## src/rtl/mem_copy_engine.sv

```systemverilog
// Word-by-word RAM-to-RAM copy engine: READ -> WAIT(READ_LATENCY) -> WRITE per word.
// All RAM-facing outputs and status flags are registered from next-state values.
module mem_copy_engine #(
    parameter int unsigned READ_LATENCY = 1,
    parameter logic [31:0] ADDR_STEP    = 32'd1
) (
    input  logic        clk,
    input  logic        reset,
    input  logic        start,
    input  logic [31:0] src_addr,
    input  logic [31:0] dst_addr,
    input  logic [15:0] length,
    output logic        busy,
    output logic        done,
    output logic [15:0] word_count,
    output logic [31:0] ram_addr,
    output logic [31:0] ram_data_in,
    output logic        ram_read_enable,
    output logic        ram_write_enable,
    input  logic [31:0] ram_data_out
);

    // state   | meaning
    // S_IDLE  | waiting for start
    // S_READ  | read strobe to src_ptr
    // S_WAIT  | READ_LATENCY cycles, capture read data on the last one
    // S_WRITE | write strobe of hold_reg to dst_ptr
    // S_DONE  | one-cycle completion pulse
    typedef enum logic [2:0] {
        S_IDLE,
        S_READ,
        S_WAIT,
        S_WRITE,
        S_DONE
    } state_t;

    localparam logic [2:0] WAIT_LOAD = 3'(READ_LATENCY - 1);

    state_t      state_q, state_d;
    logic [31:0] src_ptr_q, src_ptr_d;
    logic [31:0] dst_ptr_q, dst_ptr_d;
    logic [15:0] len_q, len_d;
    logic [15:0] count_q, count_d;
    logic [2:0]  wait_q, wait_d;
    logic [31:0] hold_q, hold_d;
    logic [31:0] addr_q, addr_d;
    logic [31:0] wdata_q, wdata_d;
    logic        rd_en_q, rd_en_d;
    logic        wr_en_q, wr_en_d;
    logic        busy_q, busy_d;
    logic        done_q, done_d;

    always_ff @(posedge clk) begin
        if (reset) begin
            state_q   <= S_IDLE;
            src_ptr_q <= '0;
            dst_ptr_q <= '0;
            len_q     <= '0;
            count_q   <= '0;
            wait_q    <= '0;
            hold_q    <= '0;
            addr_q    <= '0;
            wdata_q   <= '0;
            rd_en_q   <= 1'b0;
            wr_en_q   <= 1'b0;
            busy_q    <= 1'b0;
            done_q    <= 1'b0;
        end else begin
            state_q   <= state_d;
            src_ptr_q <= src_ptr_d;
            dst_ptr_q <= dst_ptr_d;
            len_q     <= len_d;
            count_q   <= count_d;
            wait_q    <= wait_d;
            hold_q    <= hold_d;
            addr_q    <= addr_d;
            wdata_q   <= wdata_d;
            rd_en_q   <= rd_en_d;
            wr_en_q   <= wr_en_d;
            busy_q    <= busy_d;
            done_q    <= done_d;
        end
    end

    always_comb begin
        state_d   = state_q;
        src_ptr_d = src_ptr_q;
        dst_ptr_d = dst_ptr_q;
        len_d     = len_q;
        count_d   = count_q;
        wait_d    = wait_q;
        hold_d    = hold_q;

        case (state_q)
            S_IDLE: begin
                if (start) begin
                    count_d = '0;
                    if (length != 16'd0) begin
                        src_ptr_d = src_addr;
                        dst_ptr_d = dst_addr;
                        len_d     = length;
                        state_d   = S_READ;
                    end else begin
                        state_d = S_DONE;
                    end
                end
            end
            S_READ: begin
                wait_d  = WAIT_LOAD;
                state_d = S_WAIT;
            end
            S_WAIT: begin
                if (wait_q == 3'd0) begin
                    hold_d  = ram_data_out;
                    state_d = S_WRITE;
                end else begin
                    wait_d = wait_q - 3'd1;
                end
            end
            S_WRITE: begin
                // pointers wrap silently at 2^32
                src_ptr_d = src_ptr_q + ADDR_STEP;
                dst_ptr_d = dst_ptr_q + ADDR_STEP;
                count_d   = count_q + 16'd1;
                state_d   = (count_d == len_q) ? S_DONE : S_READ;
            end
            S_DONE: state_d = S_IDLE;
            default: state_d = S_IDLE;
        endcase

        rd_en_d = (state_d == S_READ);
        wr_en_d = (state_d == S_WRITE);
        addr_d  = addr_q;
        wdata_d = wdata_q;
        if (rd_en_d) begin
            addr_d = src_ptr_d;
        end else if (wr_en_d) begin
            addr_d  = dst_ptr_d;
            wdata_d = hold_d;
        end
        busy_d = rd_en_d | wr_en_d | (state_d == S_WAIT);
        done_d = (state_d == S_DONE);
    end

    assign busy             = busy_q;
    assign done             = done_q;
    assign word_count       = count_q;
    assign ram_addr         = addr_q;
    assign ram_data_in      = wdata_q;
    assign ram_read_enable  = rd_en_q;
    assign ram_write_enable = wr_en_q;

endmodule

```

## config.mk

```make
export PLATFORM = sky130hd
export DESIGN_NAME = mem_copy_engine
export DESIGN_NICKNAME = d
export VERILOG_FILES = /design/src/rtl/mem_copy_engine.sv
export SDC_FILE = /design/constraint.sdc
export NUM_CORES = 1
export LEC_CHECK = 0
export BUFFER_PORTS_ARGS = -buffer_cell sky130_fd_sc_hd__buf_2
export CORE_AREA = 2 2 200 104
export DETAILED_ROUTE_END_ITERATION = 10
export DIE_AREA = 0 0 202 106
export GPL_ROUTABILITY_DRIVEN = 0
export PLACE_DENSITY = 0.69
export SYNTH_ARGS = -nofsm -noshare
export SYNTH_HDL_FRONTEND = slang
export SYNTH_SLANG_ARGS = --single-unit
export TNS_END_PERCENT = 30
```

## constraint.sdc

```tcl
create_clock -name clk -period 3.5 [get_ports clk]
set_input_delay 0.175 -clock clk [delete_from_list [all_inputs] [get_ports clk]]
set_output_delay 0.175 -clock clk [all_outputs]
set_load 0.02 [all_outputs]
```

==> metrics.yaml, run 1 <==
routed_wl_mm: 32.1
synth_top_family_by_area: "simple AND/OR/NAND/NOR gates"
cts_sinks: 170
die_h_um: 106
switching_share_pct: 35.2
synth-async-reset-ratio_pct: 0
worst_ep_required_time_ns: 3.81
min_path_cells: 3
final_cells: 1623
clk_path_buf_depth: 2
fmax_mhz: 302
worst-path-stages: 9
ys_types: 77
grt_pass1_wl_mm: 49.1
crit_path_max_fanout: 19
max_cap_violations: 0
wl_per_cell_um: 19.8
globalRouteOverflowTotal: 0
htreeDepth: 4
synth.avg_cell_area_um2: 7.75
gr-usage-all-layers_pct: 29.6
r2r_cells: 9
synth_area_leader_cell: "dfxtp_1"
p_comb_share_pct: 27.2
power_frac_seq_pct: 39.1
grt_setup_unrepaired: "false"
routed_via_density: 5.89
switchingPower_uw: 2140
worstSetupPathType: "flop to flop"
netlist.area_leader.share_pct: 39.1
vias: 9553
final_cell_mix: "buf_2 (197), nand2_1 (189), dfxtp_1 (170)"
synth_area_mm2: 0.00870
antenna_found_initial: 0
cts_tree: "built"
port_buffers: 198
intPower_uw: 3940
period_share_pct: 94.6
synth-xor-area-share_pct: 2.42
synth.area.mux_share_pct: 1.31
ant_nets: 0
synthSimpleGateAreaFrac_pct: 26.8
post_synth_fa_ha_maj_area_fraction_pct: 0.719
coreArea_mm2: 0.0199
cp_top_family: "simple AND/OR/NAND/NOR gates"
die_w_um: 202
critPathCaptureType: "flop"
synth_compound_area_share_pct: 24.1
min_period_ns: 3.31
startpoint_type: "flop"
clkTransAtPathRegs_ns: 0.08
path_buf_inv: 1
die_area_mm2: 0.0214
start_util_pct: 43.8
insertion_delay_ns: 0.44
finalMaxSlewViolations: 0
pwr-share-clk_pct: 33.7
fin_nets: 1457
leakage_uw: 0.00450
hold_path_class: "primary input to flop"
rows: 37
status: "finished, final reports clean"
worst_pin_slew_ns: 0.912
crit_slowest_cell: "dfxtp_1"
synth_flop_cell: "dfxtp_1"
fill_cells: 1867
setup_tns_ns: 0
synth_edf_count: 0
first_iter_violations: 1112
synthTopCellsByArea: "dfxtp_1 (39%), nand2_1 (8.2%), a21oi_1 (7.0%), nor2_1 (4.8%), o21ai_0 (2.8%)"
grt_pass1_vias: 8728
power.density_mw_per_mm2: 549
whs_ns: 0.00325
yosys_warnings: 0
synthCells: 1123
ys_seq_area_share_pct: 39.1
hold_violations: 0
slowest_delay_ns: 0.46
grt_start_max_net_pins: 137
cp.arrival_ns: 3.63
max_slew_margin_pct: 39.2
dp_cells: 1553
io_pins: 199
area_delta_synth_final_pct: 27.2
antennaDiodeCount: 0
syn_nets: 1243
path_cells: "ha_2 > nand3_2 > or3_1 > a2111oi_2 > nand4_1 > nor4_2 > nor2_1 > buf_4 > a221o_1"
vdd_drop_max_mv: 0.370
hpwl_mm: 23.2
drive_above_1_share_pct: 22.5
ys_ff_latch: 170
fin_skew_ns: 0.0166
drc: 0
cts_made_buffers: 17
final_common_cell: "buf_2"
dr.pass1.iters: 5
setup-violations-final: 0
root_buffer: "clkbuf_16"
cell usage after synthesis (all sizes together) (19+ instances only):
cell	instances
inv	19
a21oi	122
nand2	190
buf	34
nor2	111
a221o	19
nand3	39
nor3	33
o21ai	49
nand4	24
dfxtp	170
clkbuf	53
nor4	23
o211ai	24
cell type report:
| class | count | area, um2 | share of cell area [%] |
|---|---|---|---|
| inverters | 19 | 71.3 | 0.644 |
| clock inverters | 13 | 176 | 1.59 |
| clock buffers | 19 | 453 | 4.09 |
| flip-flops and latches | 170 | 3400 | 30.7 |
| repair buffers | 282 | 1780 | 16.1 |
| well taps | 273 | 342 | 3.09 |
| multi-input cells | 847 | 4840 | 43.8 |
power by group through the flow:
stage | sequential (uW) | combinational, uW | clock (uW)
6_report | 2380 | 1650 | 2050
3_5_place_dp | 2410 | 1560 | 0
4_1_cts | 2370 | 1600 | 2070
2_1_floorplan | 2480 | 862 | 0
5_1_grt | 2410 | 1770 | 2160
3_3_place_gp | 2410 | 1540 | 0
flip-flops by register name (all words and copies together) (netlist names), 3 cells and up:
name and flops:
word_count 16, dst_ptr_q 32, state_q 3, ram_addr 32
len_q 16, ram_data_in 32, wait_q 3, src_ptr_q 32
through the flow:
step                utilization, %  setup slack, ns  instance area (um2)  power [uW]
detailed placement            50.6           0.0995                10000        3970
floorplan                        -            0.617                 8700        3340
CTS                           55.6           0.0571                11000        6040
global route                  55.7           0.0125                11100        6340
global placement              50.6            0.236                10000        3950
finish                        55.7            0.188                11100        6080
path summary, 6_finish.rpt:
kind / startpoint / slack [ns] / end
setup / recovery: word_count[1] / 0.19 / ram_addr[25]
hold reg to reg: ram_data_in[12] / 0.45 / ram_data_in[12]
hold / removal: length[5] / 0.003 / len_q[5]
setup reg to reg: word_count[1] / 0.19 / ram_addr[25]
tightest hold or removal path: cells and delay by family:
kind,cells,cell delay (ns)
AND/OR/NAND/NOR,1,0.06
buffers and inverters,1,0.10
AO/OA/AOI/OAI,1,0.06
timing repair:
action	CTS	global route
hold buffers	37	0
gates resized for setup	0	2
endpoints found under the hold margin	37	0
setup endpoints to repair	0	23
buffers inserted	0	1
kinds of logic after synthesis:
logic type / count (synthesis)
AOI/OAI and AO/OA: 317
xor gates and xnor gates: 24
adders and majority gates: 5
buffers and inverters: 106
DFF: 170
muxes: 11
and+or+nand+nor: 490
metal layers:
metal  routed length [um]  vias up  track usage [%]
met2                12400      571             40.4
met4                  657        0             7.51
met5                    0        -                0
met1                14800     4403             44.4
met3                 4210       58             8.98
li1                     -     4521                -
(Power assumes the default switching activity.)
==> run 2: changes to the inputs <==
--- a/config.mk
+++ b/config.mk
@@ -5,12 +5,13 @@
 export SDC_FILE = /design/constraint.sdc
 export NUM_CORES = 1
 export LEC_CHECK = 0
+export ABC_AREA = 1
 export BUFFER_PORTS_ARGS = -buffer_cell sky130_fd_sc_hd__buf_2
-export CORE_AREA = 2 2 200 104
+export CORE_AREA = 2 2 211 109
 export DETAILED_ROUTE_END_ITERATION = 10
-export DIE_AREA = 0 0 202 106
+export DIE_AREA = 0 0 213 111
 export GPL_ROUTABILITY_DRIVEN = 0
-export PLACE_DENSITY = 0.69
+export PLACE_DENSITY = 0.68
 export SYNTH_ARGS = -nofsm -noshare
 export SYNTH_HDL_FRONTEND = slang
 export SYNTH_SLANG_ARGS = --single-unit
==> metrics.yaml, run 2 <==
globalRouteOverflowTotal: 0
worstSetupPathType: "flop to flop"
status: "finished, final reports clean"
intPower_uw: 3820
dr.pass1.iters: 7
fin_skew_ns: 0.0145
grt_util_met1_pct: 48.5
finalMaxSlewViolations: 0
switchingPower_uw: 2100
grt_use_met2_pct: 39.0
yosys_warnings: 0
port_buffers: 198
die_h_um: 111
grt_start_max_net_pins: 58
fill_cells: 2224
final_common_cell: "nand2_1"
hpwl_mm: 27.6
critPathCaptureType: "flop"
drc: 0
clk_path_buf_depth: 2
die_w_um: 213
synth.avg_cell_area_um2: 6.30
dp_cells: 1991
start_util_pct: 43.9
period_share_pct: 88.3
cts_made_buffers: 17
power.density_mw_per_mm2: 499
grt_pass1_wl_mm: 57.4
cp.arrival_ns: 3.42
synth_area_mm2: 0.00969
power_frac_seq_pct: 39.2
setup-violations-final: 0
netlist.area_leader.share_pct: 35.1
ys_types: 45
vias: 11268
vdd_drop_max_mv: 0.320
max_cap_violations: 0
crit_path_max_fanout: 31
startpoint_type: "flop"
insertion_delay_ns: 0.45
max_slew_margin_pct: 20.0
worst_ep_required_time_ns: 3.82
die_area_mm2: 0.0236
fin_nets: 1855
root_buffer: "clkbuf_16"
fmax_mhz: 323
final_cell_mix: "nand2_1 (432), nand3_1 (202), buf_2 (197)"
antenna_found_initial: 1
gr-usage-all-layers_pct: 31.7
drive_above_1_share_pct: 16.5
synth_flop_cell: "dfxtp_1"
hold_path_class: "primary input to flop"
switching_share_pct: 35.4
final_cells: 2056
routed_via_density: 5.48
setup_tns_ns: 0
rows: 39
ys_ff_latch: 170
area_delta_synth_final_pct: 22.3
clkTransAtPathRegs_ns: 0.07
ant_nets: 0
r2r_cells: 16
synth_area_leader_cell: "dfxtp_1"
hold_violations: 0
first_iter_violations: 1454
met3_usage_pct: 14.9
cts.repair.resized: 0
ys_seq_area_share_pct: 35.1
routed_wl_mm: 37.0
synth-async-reset-ratio_pct: 0
synthTopCellsByArea: "dfxtp_1 (35%), nand2_1 (17%), nand3_1 (10%), a21oi_1 (6.9%), inv_1 (6.1%)"
cts_sinks: 170
grt_pass1_vias: 10222
postCtsSetupBuffers: 0
grt_setup_unrepaired: "false"
cts_hold_buf: 32
synth_edf_count: 0
pwr-share-clk_pct: 35.1
wl_per_cell_um: 18.0
worst_pin_slew_ns: 1.20
syn_nets: 1659
synth_most_common_cell: "nand2_1"
leakage_uw: 0.00534
cts_tree: "built"
netlist_top_cells_count: "nand2_1 (432), nand3_1 (202), dfxtp_1 (170), inv_1 (158), a21oi_1 (133)"
io_pins: 199
grt_busiest_layer: "met1"
min_period_ns: 3.09
htreeDepth: 4
synthCells: 1539
min_path_cells: 3
p_comb_share_pct: 25.7
coreArea_mm2: 0.0221
-- run 2: cell types whose count changed after synthesis, sizes merged, moves of 14 or more --
cell and change:
o22ai +22, o211ai -18, a221o -19, nand2 +251
inv +144, a31oi -14, xnor2 -14, or2 +16
nand3 +164, o21ai +43
-- run 2: logic make-up after synthesis --
logic type | share of synthesized area, %
simple gates | 39.1
compound gates | 15.2
buf+inv | 9.51
flops | 35.1
fa+ha+maj | 0.645
xor+xnor | 0.426
-- run 2: worst paths after layout --
kind	end	from	slack, ns
worst max-delay path	ram_addr[21]	word_count[0]	0.41
worst max register to register	ram_addr[21]	word_count[0]	0.41
worst min register to register	len_q[0]	len_q[0]	0.46
worst min-delay path	len_q[15]	length[15]	0.03
-- run 2: power groups by stage --
stage | Clock, uW | Combinational [uW] | Sequential [uW]
2_1_floorplan | 0 | 852 | 2400
3_3_place_gp | 0 | 1430 | 2340
3_5_place_dp | 0 | 1440 | 2350
4_1_cts | 2100 | 1480 | 2310
5_1_grt | 2180 | 1650 | 2340
6_report | 2080 | 1520 | 2320
-- run 2: worst max-delay path, stage by stage, from the launching register on --
cell and delay, ns:
dfxtp_1 0.45, ha_1 0.24, nand3_1 0.15, nor2_1 0.31
nand3_1 0.14, nand2_1 0.11, nand2_1 0.09, nand2_1 0.09
nand3_1 0.08, nor2_1 0.16, nand3_2 0.11, nand2_4 0.24
nand2_4 0.30, nand2_1 0.27, nor2_2 0.09, nand2_1 0.09
nand3_1 0.06
-- run 2: layout make-up --
| cell class | count | area [um2] | share of cell area [%] |
|---|---|---|---|
| Antenna cell | 1 | 2.50 | 0.0211 |
| Clock buffer | 19 | 443 | 3.74 |
| Clock inverter | 13 | 190 | 1.60 |
| Inverter | 165 | 619 | 5.23 |
| Multi-Input combinational cell | 1135 | 5380 | 45.4 |
| Sequential cell | 170 | 3400 | 28.7 |
| Tap cell | 307 | 384 | 3.24 |
| Timing Repair Buffer | 246 | 1430 | 12.1 |
-- run 2: per-layer routing --
layer / up-vias / share of wire (%) / routed length (um)
met3: 47 / 15 / 5670
met4: 0 / 1.4 / 512
met5: - / 0 / 0
li1: 5491 / - / -
met1: 5103 / 47 / 17300
met2: 627 / 37 / 13500
-- run 2: stage by stage --
step / total power [uW] / cell area (um2) / setup slack (ns) / utilization [%] / hold WS (ns)
3_3_place_gp: 3770 / 10900 / 0.670 / 49.3 / 0.430
3_5_place_dp: 3790 / 10900 / 0.508 / 49.3 / 0.435
5_1_grt: 6170 / 11900 / 0.206 / 53.6 / 0.0442
4_1_cts: 5880 / 11800 / 0.489 / 53.6 / 0.0195
2_1_floorplan: 3260 / 9690 / 1.20 / - / 0.322
6_report: 5920 / 11900 / 0.408 / 53.6 / 0.0283
